[src/rtl/arm7tdmi_ice_chain2.sv]
// EmbeddedICE scan chain 2: serial access to the ICE register bus from the TCK domain.
// Optional macro ICE_CHAIN2_PEND_FLAG_EN: captured MSB flags a pending or aborted read.
module arm7tdmi_ice_chain2 #(
    parameter int DATA_W     = 32,
    parameter int ADDR_W     = 5,
    parameter int RD_TIMEOUT = 15
) (
    input  logic              tck,
    input  logic              trst_n,
    input  logic              tdi,
    input  logic              chain_sel,
    input  logic              capture_dr,
    input  logic              shift_dr,
    input  logic              update_dr,
    output logic              ice_tdo,
    output logic [ADDR_W-1:0] reg_addr,
    output logic [DATA_W-1:0] reg_wdata,
    output logic              reg_wr,
    output logic              reg_rd,
    input  logic [DATA_W-1:0] reg_rdata,
    input  logic              reg_rvalid,
    output logic              rd_timeout
);

    localparam int         SR_W    = DATA_W + ADDR_W + 1;
    localparam logic [7:0] TO_LAST = 8'(RD_TIMEOUT - 1);

    typedef enum logic {IDLE, RD_PEND} state_t;

    state_t            state, state_nxt;
    logic [7:0]        cnt, cnt_nxt;
    logic [DATA_W-1:0] rd_hold, rd_hold_nxt;
    logic              rd_timeout_nxt;
    logic [SR_W-1:0]   sr;

    logic do_update, do_capture, do_shift;
    logic upd_write, upd_read, cap_flag;

    // Strobe priority only matters for illegal TAP sequences: update > capture > shift.
    assign do_update  = chain_sel & update_dr;
    assign do_capture = chain_sel & capture_dr & ~update_dr;
    assign do_shift   = chain_sel & shift_dr & ~capture_dr & ~update_dr;
    assign upd_write  = do_update &  sr[SR_W-1];
    assign upd_read   = do_update & ~sr[SR_W-1];

`ifdef ICE_CHAIN2_PEND_FLAG_EN
    assign cap_flag = (state == RD_PEND) | rd_timeout;
`else
    assign cap_flag = 1'b0;
`endif

    assign ice_tdo = sr[0];

    always_comb begin
        // NOTE: every output of this block gets a default first so no latch is inferred.
        state_nxt      = state;
        cnt_nxt        = cnt;
        rd_hold_nxt    = rd_hold;
        rd_timeout_nxt = rd_timeout;
        case (state)
            IDLE: ;
            RD_PEND: begin
                if (reg_rvalid) begin
                    rd_hold_nxt    = reg_rdata;
                    cnt_nxt        = '0;
                    rd_timeout_nxt = 1'b0;
                    state_nxt      = IDLE;
                end else if (cnt == TO_LAST) begin
                    rd_hold_nxt    = '0;
                    cnt_nxt        = '0;
                    rd_timeout_nxt = 1'b1;
                    state_nxt      = IDLE;
                end else begin
                    cnt_nxt = cnt + 8'd1;
                end
            end
        endcase
        // A fresh read restarts the wait; an older late rvalid then counts for it.
        if (upd_read) begin
            state_nxt = RD_PEND;
            cnt_nxt   = '0;
        end
    end

    always_ff @(posedge tck or negedge trst_n) begin
        if (!trst_n) begin
            state      <= IDLE;
            cnt        <= '0;
            rd_hold    <= '0;
            rd_timeout <= 1'b0;
            sr         <= '0;
            reg_addr   <= '0;
            reg_wdata  <= '0;
            reg_wr     <= 1'b0;
            reg_rd     <= 1'b0;
        end else begin
            // NOTE: non-blocking assignments so every register samples pre-edge values.
            state      <= state_nxt;
            cnt        <= cnt_nxt;
            rd_hold    <= rd_hold_nxt;
            rd_timeout <= rd_timeout_nxt;
            reg_wr     <= upd_write;
            reg_rd     <= upd_read;
            if (do_update) begin
                reg_addr <= sr[DATA_W +: ADDR_W];
                if (sr[SR_W-1]) reg_wdata <= sr[DATA_W-1:0];
            end
            if (do_capture)
                sr <= {cap_flag, reg_addr, rd_hold};
            else if (do_shift)
                sr <= {tdi, sr[SR_W-1:1]};
        end
    end

endmodule
[config.mk]
export PLATFORM = sky130hd
export DESIGN_NAME = arm7tdmi_ice_chain2
export DESIGN_NICKNAME = d
export VERILOG_FILES = /design/src/rtl/arm7tdmi_ice_chain2.sv
export SDC_FILE = /design/constraint.sdc
export NUM_CORES = 1
export LEC_CHECK = 0
export ABC_AREA = 1
export CAP_MARGIN = 30
export CORE_MARGIN = 1.5
export CORE_UTILIZATION = 53
export CTS_BUF_LIST = sky130_fd_sc_hd__clkbuf_16
export CTS_CLUSTER_DIAMETER = 200
export CTS_CLUSTER_SIZE = 25
export DETAILED_ROUTE_END_ITERATION = 12
export PLACE_DENSITY = 0.75
export SYNTH_ARGS = -nofsm -noshare
export SYNTH_HDL_FRONTEND = slang
export SYNTH_SLANG_ARGS = --single-unit
export TNS_END_PERCENT = 5
[constraint.sdc]
create_clock -name tck -period 1.9 [get_ports tck]
set_input_delay 0.38 -clock tck [delete_from_list [all_inputs] [get_ports tck]]
set_output_delay 0.38 -clock tck [all_outputs]
set_load 0.03 [all_outputs]
==> metrics.txt, run 1 <==
total gr overflow=0; DRT Wirelength=11,500 um; Clock Latency Late Sink=0.41 ns; commonest non-fill, non-tap cell in the layout=o21ai_0; fmax=538 MHz; die width=100 um; crit end category=primary output; Layout area overhead=30.5%; Synth Area in XOR/XNOR=0%; Compound-Gate Fraction of Synth Area=16.7%; Pins Over Slew Limit=0; Mapped Nets=597; Mapped Cells=555; Combinational Power Share=24.3%; I/O Buffers=80; CTS tree=done; CP peak stage delay=0.69 ns; Core ar.=0.00920 mm^2; Seq/Total Area, Yosys=59.3%; Final WS setup=0.0410 ns; Die Ht=100 um; Setup TNS Final=0 ns; pre-CTS WS=0.0709 ns; Crit path buffers/inverters=1; Max VDD drop=721 uV; Switching Power=0.00276 W; Slew @ Worst Pin=0.377 ns; half-perimeter wire length after placement=7250 um; simple-gate area share of the yosys netlist=15.5%; Overall Power=0.00897 W; post-synthesis register bit count=119; Hold Crit Class=input port to asynchronous set/reset pin; post-CTS setup buffers=0; Avg WL per Cell=15.1 um; ANT nets after route=0; DRC errors left=0; status=finished clean; FP Rows=35; global-route wire length before repair=19,400 um; antenna violations before repair=0; Synthesis Warnings=0; number of buffers created by CTS=17; post-route insts no fill=759; Max Cap Viol=0; root buffer cell=clkbuf_16; Post-Synthesis Cell Area=0.00502 mm^2; arrival time worst endpoint=1.48 ns; vias in the first global route=4,022; share of cells above drive strength 1=8.33%; Pwr Density=1370 mW/mm^2; critical path cell sequence=clkdlybuf4s50_1; die area=0.0101 mm^2; critical path peak fanout=3; largest net degree at the start of global routing=65; Synth area leaders=dfrtp_1, o21ai_0, nand2_1; mux share of post-synthesis cell area=0%; worst hold slack=0.424 ns; Sw Share=30.8%; vias=4,165; combinational family with the most area after synthesis=compound AO/OA/AOI/OAI gates; Leak=3.11 nW; delay-heaviest family, CP=buffers and inverters; Final Hold Viols=0; Ant. Diodes=0; Starting DRT DRC Count=235; area leader, netlist=dfrtp_1; sequential share of power=39.1%; CP max stage cell=clkdlybuf4s50_1; final setup fails=0; Final Cycle Share=97.8%; internal power=0.00621 W; min cycle time layout=1.86 ns; Worst-path clk slew=0.06 ns; type of origin of the critical path=flop; depth of the CTS H-tree=4; GPL Wtd Cong=0.769; num ports=81; CTS max path bufs=2; placed cells=726; clk sinks=119; Final Skew=0.00799 ns; initial core utilization=54.6%; post-synth top area share=59.3%; synthesized area per cell=9.05 um^2; Post-Synth Adder-Cell Area=0.498%; max_slew headroom=74.9%; drt via density=5.49; Total GRT Usage=24.8%; Setup CP Type=flop to primary output; Yosys cell types=19; First-pass DRT Iterations=5; unrepaired setup endpoints after global routing=false; WP data required=1.52 ns; Final nets=677; clock power share=36.6%; most frequent cells in the layout=o21ai_0, nand2_1, dfrtp_1
[cell families after synthesis]
group | after synthesis
adders and majority gates | 2
and+or+nand+nor | 184
DFF | 119
buffers and inverters | 86
AOI/OAI and AO/OA | 164
[metal layers]
layer / track usage [%] / vias to the layer above / routed length, um
met3: 5.92 / 15 / 679
li1: - / 1981 / -
met4: 7.91 / 0 / 120
met1: 33.2 / 2018 / 5140
met5: 0 / - / 0
met2: 40.2 / 151 / 5540
[state kept, by name, summed over array words and instances (netlist names)]
name        flops
reg_wdata      32
reg_wr          1
cnt             8
state           1
sr             38
rd_hold        32
reg_rd          1
reg_addr        5
rd_timeout      1
[synthesized netlist by cell type, drive strengths merged]
library cell  number
inv               52
a21oi              3
dfrtp            119
o21ai            154
clkbuf            15
nor2              18
nand3             39
buf               19
nand2            126
nand4              1
ha                 2
o21bai             7
[metrics by stage]
step,utilization (%),instance area (um^2)
finish,71.3,6560
global route,71.3,6560
CTS,71.3,6550
detailed placement,64.5,5930
global placement,64.5,5930
floorplan,-,5020
[power groups by stage]
stage / sequential [W] / combinational [W] / clock (W)
final: 0.00351 / 0.00217 / 0.00328
after global routing: 0.00358 / 0.00238 / 0.00344
after CTS: 0.00351 / 0.00219 / 0.00331
after detailed placement: 0.00354 / 0.00216 / 0
after global placement: 0.00351 / 0.00210 / 0
after floorplan: 0.00401 / 0.000718 / 0
[cell type report]
class | instances | area [um^2]
multi-input combinational | 350 | 1640
tap | 111 | 139
sequential | 119 | 2980
fill | 660 | 2640
timing repair buffer | 95 | 991
clock inverter | 15 | 186
clock buffer | 17 | 425
inverter | 52 | 195
[path summary, 6_finish.rpt]
check                                         from                       to  slack [ns]  cells past startpoint
min in group tck           rd_hold[26]$_DFFE_PN0P_  rd_hold[26]$_DFFE_PN0P_        0.46                      2
max in group asynchronous                   trst_n       sr[27]$_DFFE_PN0P_        0.85                      3
hold reg to reg            rd_hold[26]$_DFFE_PN0P_  rd_hold[26]$_DFFE_PN0P_        0.46                      2
hold / removal                              trst_n       cnt[4]$_DFFE_PN0P_        0.42                      2
setup / recovery           reg_addr[1]$_DFFE_PN0N_              reg_addr[1]        0.04                      1
setup reg to reg                cnt[0]$_DFFE_PN0P_  rd_hold[11]$_DFFE_PN0P_        0.22                     10
[timing repair]
action,CTS,global route
hold buffers,1,0
gates resized for setup,0,1
setup endpoints to repair,0,1
endpoints found under the hold margin,22,0
Power figures use the tool's default switching activity.
==> inputs of run 2 (changes only) <==
Settings changed: HOLD_SLACK_MARGIN from default to 0.12.
==> results of run 2 <==
The final DEF is identical to that of run 1; final timing and power are the same.
==> inputs of run 3 (changes only) <==
Settings changed: CORE_UTILIZATION 53 to 57, PLACE_DENSITY 0.75 to 0.8.
Clock period 1.9 ns to 2.3 ns, I/O delays scaled along.
==> metrics.txt, run 3 (synthesized netlist as in run 1, its figures left out) <==
status=finished clean; largest net degree at the start of global routing=65; max_slew headroom=38.3%; CP peak stage delay=0.71 ns; antenna violations before repair=0; Hold EP=rd_hold[14]$_DFFE_PN0P_; initial core utilization=58.2%; Leak=3.06 nW; Final Skew=0.00845 ns; Area after DPL=0.00587 mm^2; global-route wire length before repair=19,500 um; die area=0.00939 mm^2; I/O Buffers=80; GRT Max-Usage Layer=met2; crit end category=primary output; Max Cap Viol=0; Final Hold Viols=0; Final Cycle Share=85.3%; max reg flops=38; Slew @ Worst Pin=0.924 ns; vias=4,158; number of buffers created by CTS=17; die width=96.9 um; DRT Wirelength=11,300 um; Reg2Reg Depth=8; ANT nets after route=0; Setup CP Type=flop to primary output; DRC errors left=0; WP data required=1.84 ns; type of origin of the critical path=flop; Worst-path clk slew=0.06 ns; Crit path buffers/inverters=1; FP Rows=34; min cycle time layout=1.96 ns; vias in the first global route=4,209; Setup TNS Final=0 ns; met2 track demand over resource=44.1%; Final nets=676; Total GRT Usage=26.1%; commonest non-fill, non-tap cell in the layout=o21ai_0; Clock Latency Late Sink=0.40 ns; unrepaired setup endpoints after global routing=false; delay-heaviest family, CP=buffers and inverters; Pins Over Slew Limit=0; share of cells above drive strength 1=8.19%; Max VDD drop=628 uV; num ports=81; Ant. Diodes=0; reg-to-reg endpoint=rd_timeout$_DFFE_PN0P_; CTS tree=done; Pwr Density=1130 mW/mm^2; depth of the CTS H-tree=4; Hold Crit Class=flop to flop; drt via density=5.51; met1 usage=31.9%; critical path cell sequence=clkdlybuf4s50_1; Die Ht=96.9 um; pre-CTS WS=0.122 ns; post-CTS setup buffers=0; Avg WL per Cell=15.0 um; hold_sp=rd_hold[14]$_DFFE_PN0P_; grt met3 use=6.86%; fmax=510 MHz; CTS max path bufs=2; most frequent cells in the layout=o21ai_0, nand2_1, dfrtp_1; Core ar.=0.00864 mm^2; reg2reg setup slack=0.49 ns; total gr overflow=0; clk sinks=119; worst r2r src=cnt[0]$_DFFE_PN0P_; final core utilization=74.9%; final setup fails=0; root buffer cell=clkbuf_16; Overall Power=0.00729 W; post-layout instance area=0.00647 mm^2; First-pass DRT Iterations=5; arrival time worst endpoint=1.50 ns; hold depth=2; Largest Register=sr; CP max stage cell=clkdlybuf4s50_1; Layout area overhead=28.7%; half-perimeter wire length after placement=7030 um; Starting DRT DRC Count=228; GPL Wtd Cong=0.795; Final WS setup=0.338 ns; critical path peak fanout=3; registers with the most flip-flops=sr: 38 flops, rd_hold: 32 flops, reg_wdata: 32 flops
## run 3: power breakdown
group	switching (W)	total [W]	internal (W)
Sequential	0.000280	0.00290	0.00262
Combinational	0.00108	0.00178	0.000695
Clock	0.000925	0.00261	0.00168
Total	0.00229	0.00729	0.00500
## run 3: worst max path at each step
| stage | startpoint | endpoint | slack [ns] | depth (start not counted) |
|---|---|---|---|---|
| 2_1_floorplan | cnt[0]$_DFFE_PN0P_ | rd_hold[23]$_DFFE_PN0P_ | 0.99 | 10 |
| 3_3_place_gp | chain_sel | reg_wdata[6]$_DFFE_PN0P_ | 0.23 | 5 |
| 3_5_place_dp | chain_sel | reg_wdata[13]$_DFFE_PN0P_ | 0.12 | 5 |
| 4_1_cts | rd_timeout$_DFFE_PN0P_ | rd_timeout | 0.35 | 1 |
| 5_1_grt | reg_addr[2]$_DFFE_PN0N_ | reg_addr[2] | 0.30 | 1 |
| 6_report | reg_addr[3]$_DFFE_PN0N_ | reg_addr[3] | 0.34 | 1 |
## run 3: final cells by class
type | count | area, um^2
flip-flops and latches | 119 | 2980
clock buffers | 17 | 425
multi-input cells | 350 | 1640
clock inverters | 15 | 163
inverters | 52 | 195
repair buffers | 94 | 931
fillers | 598 | 2170
well taps | 108 | 135
## run 3: through the flow
stage               cells  hold slack (ns)
floorplan             555            0.164
global placement      722            0.408
detailed placement    722            0.408
CTS                   755            0.467
global route          755            0.487
finish                755            0.464
## run 3: what timing repair did
action / 4_1_cts / 5_1_grt
setup endpoints to repair: 0 / 0
hold buffers: 1 / 0
hold endpoints to repair: 28 / 0
gates resized for setup: 0 / 0
## run 3: routing by layer
metal  routed length, um  up-vias
met4                 191        0
li1                    -     1974
met3                 628       18
met5                   0        -
met2                5780      138
met1                4730     2028
## run 3: worst min-delay path, stage by stage (launching register included)
cell	delay, ns
dfrtp_1	0.33
nand2_1	0.05
nand2_1	0.05
